==> config.mk <==
export PLATFORM = sky130hd
export DESIGN_NAME = maxnet_feeder
export DESIGN_NICKNAME = d
export VERILOG_FILES = /design/src/rtl/maxnet_pkg.sv /design/src/rtl/maxnet_watchdog.sv /design/src/rtl/maxnet_feeder.sv
export SDC_FILE = /design/constraint.sdc
export NUM_CORES = 1
export LEC_CHECK = 0
export CAP_MARGIN = 10
export CORE_AREA = 2 2 66 68
export CTS_CLUSTER_SIZE = 14
export DETAILED_ROUTE_END_ITERATION = 12
export DIE_AREA = 0 0 68 70
export PLACE_DENSITY = 0.84
export RECOVER_POWER = 100
export SYNTH_ARGS = -nofsm -noshare
export SYNTH_HDL_FRONTEND = slang
export SYNTH_SLANG_ARGS = --single-unit
==> constraint.sdc <==
create_clock -name clk -period 3.6 [get_ports clk]
set_input_delay 0.36 -clock clk [delete_from_list [all_inputs] [get_ports clk]]
set_output_delay 0.36 -clock clk [all_outputs]
set_load 0.1 [all_outputs]
==> src/rtl/maxnet_pkg.sv <==
// Shared constants and state encoding for the Maxnet feeder.
// Sample width and slot count are fixed by Maxnet's port list.
package maxnet_pkg;

    localparam int WIDTH  = 5;
    localparam int NUM_IN = 4;

    typedef enum logic [1:0] {
        LOAD  = 2'd0,
        START = 2'd1,
        WAIT  = 2'd2,
        OUT   = 2'd3
    } state_t;

endpackage

==> src/rtl/maxnet_watchdog.sv <==
// Saturating run-length counter for a single Maxnet run.
// expire is asserted on the cycle the count would reach TIMEOUT.
module maxnet_watchdog #(
    parameter int TIMEOUT = 255
) (
    input  logic clk,
    input  logic rst,
    input  logic clr,
    input  logic en,
    output logic expire
);

    localparam int CW = $clog2(TIMEOUT + 1);
    localparam logic [CW-1:0] LIMIT = CW'(TIMEOUT);
    localparam logic [CW-1:0] LAST  = CW'(TIMEOUT - 1);

    logic [CW-1:0] count;

    always_ff @(posedge clk or negedge rst) begin
        if (!rst) begin
            count <= '0;
        end else if (clr) begin
            count <= '0;
        end else if (en && count != LIMIT) begin
            count <= count + 1'b1;
        end
    end

    assign expire = en && (count >= LAST);

endmodule

==> src/rtl/maxnet_feeder.sv <==
// Packs four streamed activations for Maxnet, launches a run and
// hands the winner (or a timeout marker) downstream.
module maxnet_feeder
    import maxnet_pkg::*;
#(
    parameter int WIDTH   = maxnet_pkg::WIDTH,
    parameter int TIMEOUT = 255
) (
    input  logic             clk,
    input  logic             rst,
    input  logic             in_valid,
    input  logic [WIDTH-1:0] in_data,
    output logic             in_ready,
    output logic [WIDTH-1:0] X1,
    output logic [WIDTH-1:0] X2,
    output logic [WIDTH-1:0] X3,
    output logic [WIDTH-1:0] X4,
    output logic             start,
    input  logic             done,
    input  logic [WIDTH-1:0] result,
    output logic             out_valid,
    output logic [WIDTH-1:0] out_data,
    output logic             out_timeout,
    input  logic             out_ready
);

    localparam int CW = $clog2(NUM_IN);
    localparam logic [CW-1:0] LAST_SLOT = CW'(NUM_IN - 1);

    state_t           state;
    state_t           state_n;
    logic [CW-1:0]    cnt;
    logic             done_q;
    logic             rise_q;
    logic [WIDTH-1:0] result_q;
    logic             accept;
    logic             wd_clr;
    logic             wd_en;
    logic             expire;
    logic             cap;
    logic             tmo;

    assign in_ready = rst & (state == LOAD);
    assign accept   = in_valid & in_ready;

    maxnet_watchdog #(
        .TIMEOUT(TIMEOUT)
    ) u_wd (
        .clk   (clk),
        .rst   (rst),
        .clr   (wd_clr),
        .en    (wd_en),
        .expire(expire)
    );

    always_comb begin
        state_n = state;
        wd_clr  = 1'b0;
        wd_en   = 1'b0;
        cap     = 1'b0;
        tmo     = 1'b0;
        unique case (state)
            LOAD: begin
                if (accept && cnt == LAST_SLOT) state_n = START;
            end
            START: begin
                wd_clr  = 1'b1;
                state_n = WAIT;
            end
            WAIT: begin
                wd_en = 1'b1;
                // a done edge beats a simultaneous expiry
                if (rise_q) begin
                    cap     = 1'b1;
                    state_n = OUT;
                end else if (expire) begin
                    tmo     = 1'b1;
                    state_n = OUT;
                end
            end
            OUT: begin
                if (out_ready) state_n = LOAD;
            end
        endcase
    end

    always_ff @(posedge clk or negedge rst) begin
        if (!rst) begin
            state       <= LOAD;
            cnt         <= '0;
            X1          <= '0;
            X2          <= '0;
            X3          <= '0;
            X4          <= '0;
            start       <= 1'b0;
            out_valid   <= 1'b0;
            out_data    <= '0;
            out_timeout <= 1'b0;
            done_q      <= 1'b0;
            rise_q      <= 1'b0;
            result_q    <= '0;
        end else begin
            state     <= state_n;
            done_q    <= done;
            rise_q    <= done & ~done_q;
            result_q  <= result;
            start     <= (state_n == START);
            out_valid <= (state_n == OUT);
            if (accept) begin
                unique case (cnt)
                    2'd0: X1 <= in_data;
                    2'd1: X2 <= in_data;
                    2'd2: X3 <= in_data;
                    2'd3: X4 <= in_data;
                endcase
                cnt <= (cnt == LAST_SLOT) ? '0 : cnt + 1'b1;
            end
            if (cap) begin
                out_data    <= result_q;
                out_timeout <= 1'b0;
            end else if (tmo) begin
                out_data    <= '0;
                out_timeout <= 1'b1;
            end
        end
    end

endmodule

==> run_results.csv <==
group,metric,value,unit
place,gp_congestion,0.813,
timing,maxSlewViolCount,0,
setup_path,worstPathArrival,2.17,ns
clocking,clkSlewWorstSetupHoldPaths,0.09,ns
synthesis,avgSynthCellArea,12.4,µm²
setup_path,cpLargestDelayFamily,"buffers and inverters",
clocking,hold_buffers,0,
synthesis,ys.flop_type,"dfrtp_1",
clocking,clockBufferDepth,2,
clocking,htree_levels,2,
grt,antenna_found_initial,0,
timing,rsz0062_at_grt,"false",
route,drt-wirelength-per-cell,16.2,µm
timing,fin_tns_setup,0,ns
clocking,insertion_delay,0.30,ns
route,wirelength,4.41,mm
grt,grt_first_pass_wirelength,7.43,mm
route,drc_errors,0,
die,die_area,0.00476,mm²
clocking,root_buffer,"clkbuf_8",
setup_path,crit_slowest_cell,"clkbuf_1",
route,vias,1548,
run,max_cap_violations,0,
route,via_per_inst,5.69,
cells_and_area,antenna_cells,0,
cells_and_area,fin_util,64.2,%
setup_path,start_kind,"register",
synthesis,syn_nets,196,
synthesis,synth.area.top_cells,"dfrtp_1 54%, mux2_4 14%, ha_1 3.5%",
clocking,cts_made_buffers,5,
synthesis,synth_mux_area_share,13.9,%
place,dp.final_hpwl,2.96,mm
synthesis,syn-cell-area,0.00216,mm²
clocking,post_cts_buffers,0,
timing,hold_viol,0,
cells_and_area,multiInputGateArea,818,µm²
setup_path,path_class,"register to output pin",
setup_path,cp_max_fo,18,
cells_and_area,drive_above_1_share,5.91,%
cells_and_area,nets,240,
die,start_util,52.2,%
setup_path,crit_buf_inv,1,
setup_path,critical_path_required,3.24,ns
die,die_w,68,µm
route,first_pass_iters,4,
synthesis,ys_types,38,
die,io_pins,44,
place,port_buffers,43,
timing,min_period,2.53,ns
cells_and_area,num-fill-cells,318,
synthesis,synth_xor_area_share,0,%
synthesis,synth_largest_area_cell,"dfrtp_1",
die,coreArea,0.00414,mm²
synthesis,synth_edf_count,0,
grt,grt_usage,20.8,%
clocking,clock-sinks,47,
timing,finalCritPeriodShare,70.4,%
timing,fmax,395,MHz
synthesis,synth_compound_area_share,11.6,%
synthesis,synth_top_area_share,54.3,%
worst_hold_path,hp-class,"input pin to asynchronous set/reset pin",
timing,maxSlewHeadroom,22.4,%
synthesis,synth_top_family_by_area,"multiplexers",
cells_and_area,syn2layout_area_growth,22.8,%
setup_path,end_kind,"output pin",
route,antenna_left,0,
timing,timing.hold.ws,0.201,ns
die,row_count,24,
grt,grt_pass1_vias,1510,
synthesis,synthAdderAreaFrac,3.47,%
run_status,outcome,"finished, final reports clean",
cells_and_area,regArea,0.00118,mm²
synthesis,synthArstFlopShare,100,%
synthesis,synth_seq_area_share,54.3,%
setup_path,critical_path.cell_chain,"nor2_1 > and2_1 > clkbuf_1",
timing,setup_viol_count_final,0,
clocking,cts_resized,0,
clocking,cts_tree,"done",
grt,grt_start_max_net_pins,49,
die,die_h,70,µm
synthesis,ys_seq_elements,47,
synthesis,yosysWarningCount,0,
timing,tightest_slew,1.17,ns
timing,fin_skew,0.0131,ns
grt,grt_overflow_total,0,
setup_path,cp_slowest_stage_delay,0.86,ns
synthesis,syn_inst,175,
route,drt-initial-drc-count,186,
synthesis,synth-simple-area-share,13.2,%
==> path summary, 6_finish.rpt <==
kind                       startpoint       endpoint  slack (ns)  cells after the start
max                          state[1]       in_ready        1.07                      3
max in group asynchronous         rst          X2[4]        3.00                      2
min                               rst  u_wd.count[2]        0.20                      2
min in group clk               done_q         rise_q        0.39                      1
max reg2reg                  state[1]          X1[2]        1.69                      3
min reg2reg                    done_q         rise_q        0.39                      1
==> per-layer routing <==
| layer | GRT usage (%) | share of wire [%] | wire length [µm] |
|---|---|---|---|
| met5 | 0 | 0 | 0 |
| met1 | 29.4 | 44 | 1940 |
| met3 | 6.28 | 5.3 | 232 |
| met2 | 29.8 | 48 | 2120 |
| met4 | 8.44 | 2.8 | 123 |
==> synthesized netlist by cell type, drive strengths merged (2+ instances only) <==
| library cell | number |
|---|---|
| dfrtp | 47 |
| nand2 | 15 |
| clkbuf | 5 |
| buf | 2 |
| inv | 11 |
| and3 | 3 |
| and2 | 3 |
| ha | 6 |
| a31oi | 2 |
| nor2 | 4 |
| o21ai | 12 |
| nand3 | 4 |
| a22oi | 6 |
| nand2b | 2 |
| a21oi | 4 |
| nor3 | 3 |
| nor2b | 4 |
| a311oi | 2 |
| o211ai | 5 |
| mux2 | 20 |
| and4 | 2 |
==> stage by stage <==
step                setup slack (ns)  instances  instance area (µm²)
floorplan                       1.74        175                 2160
CTS                             1.38        272                 2760
global placement                1.58        264                 2630
finish                          1.07        272                 2660
detailed placement              1.58        264                 2630
global route                   0.939        272                 2660
==> placed cells by master (no fill, tap or decap), drive strengths merged, types with 2 or more instances in the layout <==
cell type	n
a21oi	4
a22oi	6
a311oi	2
a31oi	2
and2	3
and3	3
and4	2
bufinv	2
clkbuf	8
clkdlybuf4s50	7
dfrtp	47
dlygate4sd3	34
ha	6
inv	11
mux2	20
nand2	15
nand2b	2
nand3	4
nor2	4
nor2b	4
nor3	3
o211ai	5
o21ai	12
==> state kept, by name, indices dropped and copies added, names as in the netlist <==
register,flops
start,1
out_valid,1
X1,5
cnt,2
state,2
result_q,5
X3,5
u_wd.count,8
X4,5
out_data,5
X2,5
rise_q,1
out_timeout,1
done_q,1
==> kinds of logic after synthesis <==
group,after synthesis
AND/OR/NAND/NOR,47
flip-flops,47
AO/OA/AOI/OAI,37
multiplexers,20
buffers and inverters,18
adder cells (fa/ha/maj),6
==> final cells by class <==
class / instances / share of cell area, %
repair buffers: 44 / 16.0
flip-flops and latches: 47 / 44.2
multi-input cells: 110 / 30.8
inverters: 11 / 1.55
clock inverters: 2 / 2.26
well taps: 52 / 2.45
clock buffers: 6 / 2.73
==> worst reg2reg max path, stage by stage, from the launching register on <==
cell and delay (ns):
dfrtp_1 0.58, and4bb_1 0.53, nand2_1 0.29, mux2_1 0.39
Power is left out: the tool's default activity adds up to more than one toggle a clock period on the data nets, which glitch-free logic cannot reach.
